<file path="src/rtl/uart_pkg.sv">
// Shared definitions for the UART frame parser: FSM states, error codes,
// default SOF marker and the CRC-8 step used when UART_FRAME_CRC8_EN is set.
package uart_pkg;

    typedef enum logic [2:0] {
        ST_IDLE    = 3'd0,
        ST_LEN     = 3'd1,
        ST_PAYLOAD = 3'd2,
        ST_CHK     = 3'd3,
        ST_SEND    = 3'd4
    } state_t;

    localparam logic [2:0] ERR_NONE    = 3'd0;
    localparam logic [2:0] ERR_LEN_BAD = 3'd1;
    localparam logic [2:0] ERR_CHK_BAD = 3'd2;
    localparam logic [2:0] ERR_TIMEOUT = 3'd3;
    localparam logic [2:0] ERR_OVERRUN = 3'd4;

    localparam logic [7:0] SOF_DEFAULT = 8'h55;
    localparam logic [7:0] CRC8_POLY   = 8'h07;

    // One byte of CRC-8, MSB first, no reflection.
    function automatic logic [7:0] crc8_step(input logic [7:0] crc, input logic [7:0] din);
        logic [7:0] c;
        c = crc ^ din;
        for (int i = 0; i < 8; i++) begin
            c = c[7] ? ((c << 1) ^ CRC8_POLY) : (c << 1);
        end
        return c;
    endfunction

endpackage

</file>
<file path="src/rtl/uart_frame_chk.sv">
// Frame check accumulator: additive sum, or CRC-8 when UART_FRAME_CRC8_EN is defined.
// load restarts the accumulation with din as the first byte; upd folds in din.
module uart_frame_chk
    import uart_pkg::*;
(
    input  logic       clk,
    input  logic       rst_n,
    input  logic       clr,
    input  logic       load,
    input  logic       upd,
    input  logic [7:0] din,
    output logic [7:0] acc
);

    logic [7:0] seed;
    logic [7:0] nxt;

    // Seed is zero on load so the first byte goes through the same step.
    always_comb seed = load ? 8'h00 : acc;

`ifdef UART_FRAME_CRC8_EN
    // Bytewise CRC-8 update.
    always_comb nxt = crc8_step(seed, din);
`else
    // Modulo-256 sum update.
    always_comb nxt = seed + din;
`endif

    // Accumulator register.
    always_ff @(posedge clk or negedge rst_n) begin
        if (!rst_n) begin
            acc <= 8'h00;
        end else if (clr) begin
            acc <= 8'h00;
        end else if (load || upd) begin
            acc <= nxt;
        end
    end

endmodule

</file>
<file path="src/rtl/uart_rx_frame_parser.sv">
// Assembles SOF/LEN/payload/CHK frames from UART bytes, buffers the payload and
// streams it out on valid/ready once the check byte verifies.
// Build option: UART_FRAME_CRC8_EN selects CRC-8 instead of the additive check.
module uart_rx_frame_parser
    import uart_pkg::*;
#(
    parameter logic [7:0]  SOF_BYTE     = SOF_DEFAULT,
    parameter int unsigned MAX_LEN      = 16,
    parameter int unsigned TIMEOUT_CLKS = 86810
) (
    input  logic                         clk,
    input  logic                         rst_n,
    input  logic [7:0]                   rx_data,
    input  logic                         rx_done,
    output logic [7:0]                   m_data,
    output logic                         m_valid,
    input  logic                         m_ready,
    output logic                         m_last,
    output logic [$clog2(MAX_LEN+1)-1:0] frame_len,
    output logic                         frame_ok,
    output logic                         err_pulse,
    output logic [2:0]                   err_code
);

    localparam int unsigned LEN_W = $clog2(MAX_LEN + 1);
    localparam int unsigned PTR_W = (MAX_LEN > 1) ? $clog2(MAX_LEN) : 1;
    localparam int unsigned TMO_W = (TIMEOUT_CLKS > 1) ? $clog2(TIMEOUT_CLKS) : 1;

    state_t             state_q, state_d;
    logic [PTR_W-1:0]   wr_ptr_q, wr_ptr_d;
    logic [PTR_W-1:0]   rd_ptr_q, rd_ptr_d;
    logic [LEN_W-1:0]   len_d;
    logic [TMO_W-1:0]   tmo_q, tmo_d;
    logic [7:0]         m_data_d;
    logic               m_valid_d, m_last_d, frame_ok_d, err_pulse_d;
    logic [2:0]         err_code_d;
    logic               chk_clr, chk_load, chk_upd, mem_we;
    logic [7:0]         acc;
    logic [7:0]         mem_q [MAX_LEN];

    uart_frame_chk u_chk (
        .clk   (clk),
        .rst_n (rst_n),
        .clr   (chk_clr),
        .load  (chk_load),
        .upd   (chk_upd),
        .din   (rx_data),
        .acc   (acc)
    );

    // Payload buffer; contents are don't-care after reset.
    always_ff @(posedge clk) begin
        if (mem_we) begin
            mem_q[wr_ptr_q] <= rx_data;
        end
    end

    // Next-state, pointer, timer and registered-output logic.
    always_comb begin
        state_d     = state_q;
        wr_ptr_d    = wr_ptr_q;
        rd_ptr_d    = rd_ptr_q;
        len_d       = frame_len;
        tmo_d       = tmo_q;
        frame_ok_d  = 1'b0;
        err_pulse_d = 1'b0;
        err_code_d  = err_code;
        chk_clr     = 1'b0;
        chk_load    = 1'b0;
        chk_upd     = 1'b0;
        mem_we      = 1'b0;

        // Inter-byte timer; an arriving byte always beats expiry.
        if (state_q == ST_LEN || state_q == ST_PAYLOAD || state_q == ST_CHK) begin
            if (rx_done) begin
                tmo_d = '0;
            end else if (tmo_q == TMO_W'(TIMEOUT_CLKS - 1)) begin
                tmo_d       = '0;
                state_d     = ST_IDLE;
                err_pulse_d = 1'b1;
                err_code_d  = ERR_TIMEOUT;
            end else begin
                tmo_d = tmo_q + TMO_W'(1);
            end
        end

        case (state_q)
            ST_IDLE: begin
                chk_clr = 1'b1;
                tmo_d   = '0;
                if (rx_done && rx_data == SOF_BYTE) begin
                    state_d = ST_LEN;
                end
            end
            ST_LEN: begin
                if (rx_done) begin
                    if (rx_data == 8'h00 || rx_data > 8'(MAX_LEN)) begin
                        state_d     = ST_IDLE;
                        err_pulse_d = 1'b1;
                        err_code_d  = ERR_LEN_BAD;
                    end else begin
                        len_d    = LEN_W'(rx_data);
                        wr_ptr_d = '0;
                        chk_load = 1'b1;
                        state_d  = ST_PAYLOAD;
                    end
                end
            end
            ST_PAYLOAD: begin
                if (rx_done) begin
                    mem_we   = 1'b1;
                    chk_upd  = 1'b1;
                    wr_ptr_d = wr_ptr_q + PTR_W'(1);
                    if (LEN_W'(wr_ptr_q) == frame_len - LEN_W'(1)) begin
                        state_d = ST_CHK;
                    end
                end
            end
            ST_CHK: begin
                if (rx_done) begin
                    if (rx_data == acc) begin
                        state_d    = ST_SEND;
                        rd_ptr_d   = '0;
                        frame_ok_d = 1'b1;
                    end else begin
                        state_d     = ST_IDLE;
                        err_pulse_d = 1'b1;
                        err_code_d  = ERR_CHK_BAD;
                    end
                end
            end
            ST_SEND: begin
                if (rx_done) begin
                    err_pulse_d = 1'b1;
                    err_code_d  = ERR_OVERRUN;
                end
                if (m_valid && m_ready) begin
                    if (m_last) begin
                        state_d = ST_IDLE;
                    end else begin
                        rd_ptr_d = rd_ptr_q + PTR_W'(1);
                    end
                end
            end
            default: begin
                state_d = ST_IDLE;
            end
        endcase

        m_valid_d = (state_d == ST_SEND);
        m_data_d  = m_valid_d ? mem_q[rd_ptr_d] : 8'h00;
        m_last_d  = m_valid_d && (LEN_W'(rd_ptr_d) == len_d - LEN_W'(1));
    end

    // State, pointers and all outputs.
    always_ff @(posedge clk or negedge rst_n) begin
        if (!rst_n) begin
            state_q   <= ST_IDLE;
            wr_ptr_q  <= '0;
            rd_ptr_q  <= '0;
            tmo_q     <= '0;
            frame_len <= '0;
            m_valid   <= 1'b0;
            m_data    <= 8'h00;
            m_last    <= 1'b0;
            frame_ok  <= 1'b0;
            err_pulse <= 1'b0;
            err_code  <= ERR_NONE;
        end else begin
            state_q   <= state_d;
            wr_ptr_q  <= wr_ptr_d;
            rd_ptr_q  <= rd_ptr_d;
            tmo_q     <= tmo_d;
            frame_len <= len_d;
            m_valid   <= m_valid_d;
            m_data    <= m_data_d;
            m_last    <= m_last_d;
            frame_ok  <= frame_ok_d;
            err_pulse <= err_pulse_d;
            err_code  <= err_code_d;
        end
    end

endmodule

</file>
<file path="config.mk">
export PLATFORM = sky130hd
export DESIGN_NAME = uart_rx_frame_parser
export DESIGN_NICKNAME = d
export VERILOG_FILES = /design/src/rtl/uart_pkg.sv /design/src/rtl/uart_frame_chk.sv /design/src/rtl/uart_rx_frame_parser.sv
export SDC_FILE = /design/constraint.sdc
export NUM_CORES = 1
export LEC_CHECK = 0
export ABC_AREA = 1
export BUFFER_PORTS_ARGS = -buffer_cell sky130_fd_sc_hd__buf_4
export CORE_AREA = 10 10 159 161
export CTS_CLUSTER_SIZE = 30
export DETAILED_ROUTE_END_ITERATION = 8
export DIE_AREA = 0 0 169 171
export GPL_ROUTABILITY_DRIVEN = 0
export SYNTH_ARGS = -nofsm -noshare
export SYNTH_HDL_FRONTEND = slang
export SYNTH_SLANG_ARGS = --single-unit
</file>
<file path="constraint.sdc">
create_clock -name clk -period 3.17 [get_ports clk]
set_input_delay 0.634 -clock clk [delete_from_list [all_inputs] [get_ports clk]]
set_output_delay 0.634 -clock clk [all_outputs]
set_load 0.01 [all_outputs]
</file>
==> impl_results.md, run 1 <==
* Clock slew at reported path FFs at 0.07 ns
* Chip width at 169 µm
* RSZ-0062 raised after global routing: no
* # rows at 55
* First drt pass iteration count at 5
* Syn_nets at 932
* Max-slew headroom at 46.79%
* CP max-delay cell: dfrtp_1
* Mapped Cells at 903
* Worst skew pair latency at 0.44 ns
* Comb power frac at 35.8%
* Initial antenna violation count at 0
* Setup_tns at 0 ns
* Synthesis-to-layout area growth at 15.47%
* Hold WC Path Type: in2async
* IO Port Bufs at 31
* Clock Power Share at 28.4%
* LEAKAGE at 0.004171 µW
* Ys Warns at 0
* Async set-reset flop share out of synthesis at 30.43%
* Critical Path RT at 3.48 ns
* Tmin final at 2.808 ns
* Mapped Area at 0.008741 mm²
* Synth top area cells: edfxtp_1 (44%), dfrtp_1 (16%), nand2_1 (9.6%)
* Syn_area_per_cell at 9.680 µm²
* Crit-path max cell delay at 0.43 ns
* Crit path DAT at 3.12 ns
* Register bit total from synthesis at 184
* First-pass GRT wire length at 36.42 mm
* Sw Ratio at 37.55%
* GR Overflow Total at 0
* CP Max Fanout at 5
* Vias in the first global route at 6552
* Initial core utilization at 39.32%
* Inserted Diodes at 0
* EDFF count, synth at 128
* Via density at 5.223
* Sequential-to-total area share from yosys stat at 60.01%
* Top cell type's share of synthesized area at 43.97%
* Die height at 171 µm
* Die Footprint at 0.02890 mm²
* # hold bufs at CTS at 0
* R2R depth at 15
* Largest net degree at the start of global routing at 57
* Sequential fraction of design power at 35.8%
* Via Count at 6545
* Core ar. at 0.02223 mm²
* Endpoint type of the worst setup path: register
* CP Launch Type: register
* Area leader, netlist: edfxtp_1
* # setup viols final at 0
* Worst-Margin Slew at 0.7981 ns
* Clk sink count at 184
* CTS tree: yes
* GRT Resource Usage Total at 16.02%
* Worst r2r src: state_q[0]
* Fmax at 356.1 MHz
* Final core occ at 45.41%
* Post-synth top flop: edfxtp_1
* Routed WL at 22.46 mm
* Peak supply drop at 0.4772 mV
* Post-CTS sizing at 0
* Final nets at 984
* IO Pins at 32
* Iter 0 DRT Violations at 442
* Int Power at 4780 µW
* Crit. Startpoint: state_q[0]
* Outcome: completed
* H-tree depth at 4
* Power Dens Cells at 758.3 mW/mm²
* R2R Setup Slk at 0.36 ns
* Synth cell types at 42
* Period utilization at 88.58%
* Worst clock skew at 0.01081 ns
* Max clock buf depth at 2
* # DRC at 0
* Max Cap Violations at 0
* Routed Antenna Nets at 0
* Kind of critical path: reg2reg
* Worst R2R End: u_chk.acc[6]
* Total CTS buffers at 17
* Max-slew violations at 0
* DR WL/cell at 17.93 µm
* Net Switching at 2874 µW
* Most frequent CP cell: nand2_1
* CP Cell Sequence: inv_2, nor2_4, nand2_1, nor2_1, nand3_2, nand2_1, inv_1, ha_1, fa_1, a31oi_1, nor2_1, o21ai_0, nand2_1, xnor2_1, o22ai_1
* Layout cells sized above 1 at 12.40%
* Clock Tree Root: clkbuf_16
* Hold Vio Cnt, Final at 0
* Postcts setup bufs at 0
* DPL Wire Length at 14.76 mm
==> metrics by stage <==
| stage | cells | total power, µW | setup WS [ns] | hold slack, ns | area [µm²] |
|---|---|---|---|---|---|
| after floorplan | 903 | 4587 | 0.1875 | 0.3384 | 8741 |
| after global placement | 1221 | 5530 | 0.2459 | 0.5091 | 9494 |
| after detailed placement | 1221 | 5545 | 0.1775 | 0.5093 | 9494 |
| after CTS | 1253 | 7707 | 0.4347 | 0.2975 | 10090 |
| after global routing | 1253 | 8101 | 0.09218 | 0.3263 | 10090 |
| final | 1253 | 7653 | 0.3621 | 0.2673 | 10090 |
==> Yosys cell counts, types with 2 or more instances <==
cell and instances:
a32o_1 2, o211ai_1 2, buf_1 2, inv_1 79, inv_2 7, buf_4 5
nand3b_1 6, nor4_1 3, nor3_2 2, a31oi_1 4, nor2_2 3, xnor2_1 12
buf_6 2, nor3_1 6, nor2_1 74, xor2_1 11, edfxtp_1 128, nand2_2 3
nand3_2 2, nand2_1 224, o21ai_0 20, buf_2 16, o21ai_1 4, dfrtp_1 56
o22ai_1 8, ha_1 16, o21ai_2 2, clkbuf_1 9, nand4_1 9, a21oi_1 16
nand3_1 159
==> sequential cells by signal, indices dropped and copies added, names as in the netlist <==
register	flops
err_code	3
err_pulse	1
frame_len	5
frame_ok	1
m_data	8
m_last	1
m_valid	1
mem_q	128
rd_ptr_q	4
state_q	3
tmo_q	17
u_chk.acc	8
wr_ptr_q	4
==> power groups by stage <==
stage / Combinational (µW) / Sequential [µW] / Clock (µW)
floorplan: 1770 / 2820 / 0
global placement: 2740 / 2800 / 0
detailed placement: 2750 / 2800 / 0
CTS: 2770 / 2740 / 2200
global route: 3060 / 2760 / 2280
finish: 2740 / 2740 / 2170
==> cell usage in the layout, fill, tap and decap left out, types with 3 or more instances in the layout <==
| cell type | synthesis | routed |
|---|---|---|
| o22ai_1 | 8 | 8 |
| o21ai_0 | 20 | 20 |
| edfxtp_1 | 128 | 128 |
| nor2_2 | 3 | 3 |
| o21ai_1 | 4 | 4 |
| xor2_1 | 11 | 11 |
| clkbuf_16 | 0 | 17 |
| nand4_1 | 9 | 9 |
| buf_4 | 5 | 61 |
| nand3b_1 | 6 | 6 |
| inv_1 | 79 | 79 |
| nand2_1 | 224 | 224 |
| xnor2_1 | 12 | 12 |
| buf_12 | 0 | 6 |
| nor4_1 | 3 | 3 |
| a31oi_1 | 4 | 4 |
| dfrtp_1 | 56 | 56 |
| inv_2 | 7 | 7 |
| nand3_1 | 159 | 159 |
| nor2_1 | 74 | 74 |
| nand2_2 | 3 | 3 |
| ha_1 | 16 | 16 |
| a21oi_1 | 16 | 16 |
| inv_6 | 0 | 3 |
| nor3_1 | 6 | 6 |
==> worst max path at each step <==
stage | depth (start not counted) | slack [ns] | end
floorplan | 16 | 0.19 | u_chk.acc[6]
global placement | 15 | 0.25 | u_chk.acc[6]
detailed placement | 15 | 0.18 | u_chk.acc[6]
CTS | 15 | 0.43 | u_chk.acc[6]
global route | 15 | 0.09 | u_chk.acc[6]
finish | 15 | 0.36 | u_chk.acc[6]
==> cell type report <==
| cell class | count | area (µm²) |
|---|---|---|
| Tap cell | 285 | 356.6 |
| Inverter | 86 | 322.8 |
| Multi-Input combinational cell | 599 | 2992 |
| Timing Repair Buffer | 67 | 578.1 |
| Sequential cell | 184 | 5245 |
| Clock buffer | 19 | 432.9 |
| Clock inverter | 13 | 166.4 |
| Fill cell | 2121 | 12130 |
==> metal layers <==
metal	global-route usage [%]	wire, µm	vias up
met5	0	0	-
met4	5.403	414	0
met3	2.409	1115	29
met2	27.07	11020	157
met1	20.59	9913	3208
li1	-	-	3151
==> critical path: cells and delay by family, from the launching register on <==
family	cells	cell delay, ns
adders and majority gates	2	0.61
and+or+nand+nor	7	0.86
DFF	1	0.43
AOI/OAI and AO/OA	3	0.52
buffers and inverters	2	0.12
xor gates and xnor gates	1	0.15
==> logic make-up (layout without fill, tap and decap cells) <==
kind of cell	after synthesis	count (layout)	share of synthesized area, %
AND/OR/NAND/NOR	496	496	25.11
flip-flops	184	184	60.01
XOR/XNOR	23	23	2.305
multiplexers	1	1	0.1288
AO/OA/AOI/OAI	62	62	4.166
adder cells (fa/ha/maj)	17	17	2.519
buffers and inverters	120	185	5.769
Power figures use the tool's default switching activity.
==> inputs of run 2 (changes only) <==
--- a/config.mk
+++ b/config.mk
@@ -5,12 +5,11 @@
 export SDC_FILE = /design/constraint.sdc
 export NUM_CORES = 1
 export LEC_CHECK = 0
-export ABC_AREA = 1
 export BUFFER_PORTS_ARGS = -buffer_cell sky130_fd_sc_hd__buf_4
-export CORE_AREA = 10 10 159 161
+export CORE_AREA = 10 10 165 167
 export CTS_CLUSTER_SIZE = 30
 export DETAILED_ROUTE_END_ITERATION = 8
-export DIE_AREA = 0 0 169 171
+export DIE_AREA = 0 0 175 177
 export GPL_ROUTABILITY_DRIVEN = 0
 export SYNTH_ARGS = -nofsm -noshare
 export SYNTH_HDL_FRONTEND = slang
==> impl_results.md, run 2 <==
* # fillers at 2192
* Synth top area cells: edfxtp_1 (41%), dfrtp_1 (15%), mux2i_1 (4.0%)
* Commonest non-fill, non-tap cells in the layout: edfxtp_1 (128), buf_4 (105), nand2_1 (87)
* First-pass GRT wire length at 40.44 mm
* Top cell type's share of synthesized area at 41.01%
* Commonest non-fill, non-tap cell in the layout: edfxtp_1
* Routed WL at 25.90 mm
* CP max-delay cell: xnor2_4
* Post-layout worst setup margin at 0.2445 ns
* Crit-path max cell delay at 0.71 ns
* Most frequent cells after synthesis: edfxtp_1 (128), nand2_1 (87), dfrtp_1 (56)
* Final instance area at 0.01109 mm²
* Max Cap Violations at 0
* CTS tree: yes
* Clock Tree Root: clkbuf_16
* H-tree depth at 4
* Worst-Margin Slew at 0.8751 ns
* Worst hold slack at 0.2882 ns
* Async set-reset flop share out of synthesis at 30.43%
* Endpoint type of the worst setup path: register
* Crit path DAT at 3.21 ns
* Max-slew violations at 0
* Tmin final at 2.925 ns
* # DRC at 0
* LEAKAGE at 0.004169 µW
* GRT Resource Usage Total at 16.87%
* Routed Antenna Nets at 0
* # rows at 57
* DR WL/cell at 20.75 µm
* Hold Vio Cnt, Final at 0
* Max clock buf depth at 2
* First drt pass iteration count at 5
* Outcome: completed
* Critical Path RT at 3.45 ns
* Chip width at 175 µm
* IO Port Bufs at 31
* CP Cell Sequence: buf_4, nor3b_4, nand2_2, xnor2_4, mux2i_1, nor2_1, o311ai_0, o22ai_1
* CP Max Fanout at 22
* EDFF count, synth at 128
* Kind of critical path: reg2reg
* Clk sink count at 184
* Syn_nets at 858
* Ys Warns at 0
* Dpl cell area at 0.01048 mm²
* Register bit total from synthesis at 184
* Syn_area_per_cell at 11.30 µm²
* Layout cells sized above 1 at 19.50%
* Max reg flops at 128
* Regs by FF count: mem_q (128), tmo_q (17)
* Initial antenna violation count at 2
* Postcts setup bufs at 0
* RSZ-0062 raised after global routing: no
* # setup viols final at 0
* Period utilization at 92.29%
* GR Overflow Total at 0
* Max-slew headroom at 41.66%
* Core ar. at 0.02396 mm²
* Hold WC Path Type: in2async
* Power Dens Cells at 652.3 mW/mm²
* Mapped Cells at 829
* Worst clock skew at 0.01668 ns
* Synthesis-to-layout area growth at 18.37%
* Total power at 7236 µW
* Worst skew pair latency at 0.44 ns
* Post-synth top flop: edfxtp_1
* Iter 0 DRT Violations at 634
* Die Footprint at 0.03098 mm²
* IO Pins at 32
* Synth cell types at 71
* # hold bufs at CTS at 0
* CP Launch Type: register
* R2R Setup Slk at 0.24 ns
* Via density at 5.709
* Final core occ at 46.29%
* Vias in the first global route at 6894
* Area leader, netlist: edfxtp_1
* Mapped Area at 0.009371 mm²
* Clock slew at reported path FFs at 0.08 ns
* Largest net degree at the start of global routing at 57
* DPL Wire Length at 17.89 mm
* Most common cell in the netlist: edfxtp_1
* Die height at 177 µm
* Initial core utilization at 39.11%
* Fmax at 341.8 MHz
* Final nets at 939
* Place WS at -0.02396 ns
* Sequential-to-total area share from yosys stat at 55.97%
* Top reg by flops: mem_q
* Peak supply drop at 0.5589 mV
* Post-CTS sizing at 0
* Total CTS buffers at 17
* Via Count at 7125
-- run 2: cell count changes after synthesis, sizes merged, moves of 15 or more --
cell    before  now
a21oi       16   31
nor2        78   52
o221ai       0   25
o311ai       0   15
nand3      162   26
mux2i        0   37
clkbuf       9   26
inv         86   24
nand2      228   88
o21ai       26   54
-- run 2: worst paths after layout --
path / from / to / cells past startpoint
hold / removal: rst_n / frame_len[4] / 1
min in group clk: rx_data[6] / mem_q[11][6] / 1
setup / recovery: state_q[1] / m_data[2] / 8
hold reg to reg: tmo_q[16] / tmo_q[16] / 1
max in group asynchronous: rst_n / rd_ptr_q[0] / 1
setup reg to reg: state_q[1] / m_data[2] / 8
-- run 2: layer usage --
metal	wire length [µm]	vias to the layer above	share of wire [%]	global-route usage (%)
li1	-	3330	-	-
met1	11660	3533	45	22.64
met2	12040	216	46	26.39
met3	1648	44	6.4	3.819
met4	544	2	2.1	5.864
met5	13	-	0.050	0
-- run 2: stage by stage --
step	std cells	setup TNS [ns]
detailed placement	1215	-0.02396
global route	1247	0
CTS	1247	0
finish	1248	0
global placement	1215	0
floorplan	829	-0.1166
-- run 2: area by class of cell --
type	instances	area (µm²)	share of cell area (%)
diodes	1	2.502	0.02256
well taps	324	405.4	3.654
multi-input cells	573	3867	34.86
inverters	25	93.84	0.8459
clock buffers	17	425.4	3.835
repair buffers	109	868.3	7.828
flip-flops and latches	184	5246	47.29
clock inverters	15	183.9	1.658
-- run 2: power by group --
| part | leakage, µW | total, µW | switching [µW] | internal (µW) |
|---|---|---|---|---|
| logic | 0.00202 | 2290 | 1340 | 959 |
| clock network | 0.000286 | 2150 | 1020 | 1130 |
| registers | 0.00186 | 2790 | 92.0 | 2700 |
-- run 2: kinds of logic (layout without fill, tap and decap cells) --
group                      after synthesis  count (layout)  synth area share (%)
buffers and inverters                   72             166                 3.218
AOI/OAI and AO/OA                      222             222                 16.46
other                                    0               1                     0
DFF                                    184             184                 55.97
xor gates and xnor gates                30              30                 3.004
adders and majority gates               17              17                 2.350
and+or+nand+nor                        260             260                 14.21
muxes                                   44              44                 4.793
-- run 2: worst max-delay path, delay by kind of cell (launching register included) --
family	cells	cell delay, ns
AOI/OAI and AO/OA	2	0.74
xor gates and xnor gates	1	0.71
and+or+nand+nor	3	0.46
DFF	1	0.38
muxes	1	0.30
buffers and inverters	1	0.17
==> inputs of run 3 (changes only) <==
--- a/config.mk
+++ b/config.mk
@@ -6,10 +6,10 @@
 export NUM_CORES = 1
 export LEC_CHECK = 0
 export BUFFER_PORTS_ARGS = -buffer_cell sky130_fd_sc_hd__buf_4
-export CORE_AREA = 10 10 165 167
+export CORE_AREA = 10 10 209 132
 export CTS_CLUSTER_SIZE = 30
 export DETAILED_ROUTE_END_ITERATION = 8
-export DIE_AREA = 0 0 175 177
+export DIE_AREA = 0 0 219 142
 export GPL_ROUTABILITY_DRIVEN = 0
 export SYNTH_ARGS = -nofsm -noshare
 export SYNTH_HDL_FRONTEND = slang
==> impl_results.md, run 3 (synthesized netlist as in run 2, its figures left out) <==
* Routed Antenna Nets at 0
* GRT Resource Usage Total at 18.07%
* Worst r2r src: state_q[1]
* Stages on the worst setup path at 9
* CP Launch Type: register
* LEAKAGE at 0.004198 µW
* Clock Tree Root: clkbuf_16
* Crit-path max cell delay at 0.49 ns
* DPL Wire Length at 19.77 mm
* Reg area at 0.005246 mm²
* Power Dens Cells at 652.0 mW/mm²
* Final core occ at 46.78%
* Multi-input gate area at 0.003867 mm²
* Tmin final at 2.897 ns
* Hold Vio Cnt, Final at 0
* Sequential fraction of design power at 38.5%
* Critical path endpoint: m_data[2]
* Dpl cells at 1223
* CP Max Fanout at 44
* Crit path DAT at 3.26 ns
* Initial antenna violation count at 0
* Worst-Margin Slew at 0.8048 ns
* Die Footprint at 0.03110 mm²
* # hold bufs at CTS at 0
* # DRC at 0
* Critical Path RT at 3.53 ns
* Largest net degree at the start of global routing at 84
* Core ar. at 0.02378 mm²
* GR Overflow Total at 0
* Buffers & Inverters on Critical Path at 2
* Kind of critical path: reg2reg
* Post-CTS sizing at 0
* Inserted Diodes at 0
* # rows at 44
* Sw Ratio at 34.27%
* Layout cells sized above 1 at 20.26%
* CP Cell Sequence: or3b_1, nor2_8, buf_4, mux2i_1, o21a_1, o21ai_0, o311ai_0, buf_4, o22ai_1
* First-pass GRT wire length at 41.99 mm
* R2R depth at 9
* DR WL/cell at 22.33 µm
* Via Count at 7223
* # fillers at 2196
* Max-slew violations at 0
* RSZ-0062 raised after global routing: no
* Total CTS buffers at 17
* Top reg by flops: mem_q
* CTS tree: yes
* Hold WC Path Type: in2async
* Max-slew headroom at 46.15%
* Postcts setup bufs at 0
* Commonest non-fill, non-tap cells in the layout: edfxtp_1 (128), buf_4 (113), nand2_1 (87)
* Initial core utilization at 39.40%
* # setup viols final at 0
* Chip width at 219 µm
* R2R Setup Slk at 0.27 ns
* First drt pass iteration count at 5
* Routed WL at 28.03 mm
* Max reg flops at 128
* Setup_tns at 0 ns
* Regs by FF count: mem_q (128), tmo_q (17)
* Most frequent CP cell: buf_4
* Peak supply drop at 0.4286 mV
* Endpoint type of the worst setup path: register
* Period utilization at 91.39%
* Vias in the first global route at 6635
* Clock slew at reported path FFs at 0.07 ns
* Die height at 142 µm
* Final nets at 949
* Iter 0 DRT Violations at 900
* Clock Power Share at 28.0%
* H-tree depth at 4
* Net Switching at 2485 µW
* Via density at 5.755
* Fmax at 345.2 MHz
* Fin cells at 1255
* Max clock buf depth at 2
* Worst R2R End: m_data[2]
* Worst skew pair latency at 0.45 ns
* IO Port Bufs at 31
* Outcome: completed
* Synthesis-to-layout area growth at 18.70%
* Worst clock skew at 0.009746 ns
* Comb power frac at 33.6%
* Max Cap Violations at 0
* Crit. Startpoint: state_q[1]
* Top delay family on crit path: compound AO/OA/AOI/OAI gates
* Commonest non-fill, non-tap cell in the layout: edfxtp_1
* Clk sink count at 184
* CP max-delay cell: buf_4
* IO Pins at 32
* Int Power at 4768 µW
## run 3: cell types whose count changed in the layout (fill, tap and decap cells not counted), moves of 2 or more
cell,change
buf_4,+8
clkinv_8,-4
buf_12,+2
inv_6,+2
## run 3: per-layer routing
layer / vias to the layer above / track usage (%) / wire [µm]
li1: 3348 / - / -
met1: 3504 / 28.98 / 14260
met2: 341 / 21.18 / 10270
met3: 30 / 6.943 / 3183
met4: 0 / 4.337 / 308
met5: - / 0 / 0
## run 3: layout make-up
class                      instances  area share [%]
sequential                       184           47.16
inverter                          25          0.8436
timing repair buffer             119           8.705
clock inverter                    15           1.080
clock buffer                      17           3.824
multi-input combinational        573           34.77
tap                              322           3.622
## run 3: through the flow
| stage | total power (µW) | worst slack (ns) | hold slack (ns) | instance area [µm²] |
|---|---|---|---|---|
| 2_1_floorplan | 4158 | -0.1071 | 0.3384 | 9424 |
| 3_3_place_gp | 5205 | -0.01576 | 0.4642 | 10580 |
| 3_5_place_dp | 5220 | -0.1256 | 0.4915 | 10580 |
| 4_1_cts | 7232 | 0.3415 | 0.2811 | 11120 |
| 5_1_grt | 7551 | 0.07983 | 0.3082 | 11120 |
| 6_report | 7254 | 0.2731 | 0.2533 | 11120 |
## run 3: power by group through the flow
stage	clock network (µW)	logic [µW]	registers, µW
final	2030	2430	2790
after global routing	2150	2600	2800
after CTS	2050	2390	2790
after detailed placement	0	2380	2840
after global placement	0	2360	2840
after floorplan	0	1310	2840
## run 3: how the worst min path moves through the flow
stage | start | end | cells after the start
CTS | rst_n | tmo_q[8] | 1
finish | rst_n | tmo_q[9] | 1
global placement | tmo_q[16] | tmo_q[16] | 1
floorplan | rst_n | err_code[0] | 0
detailed placement | tmo_q[16] | tmo_q[16] | 1
global route | rst_n | tmo_q[8] | 1
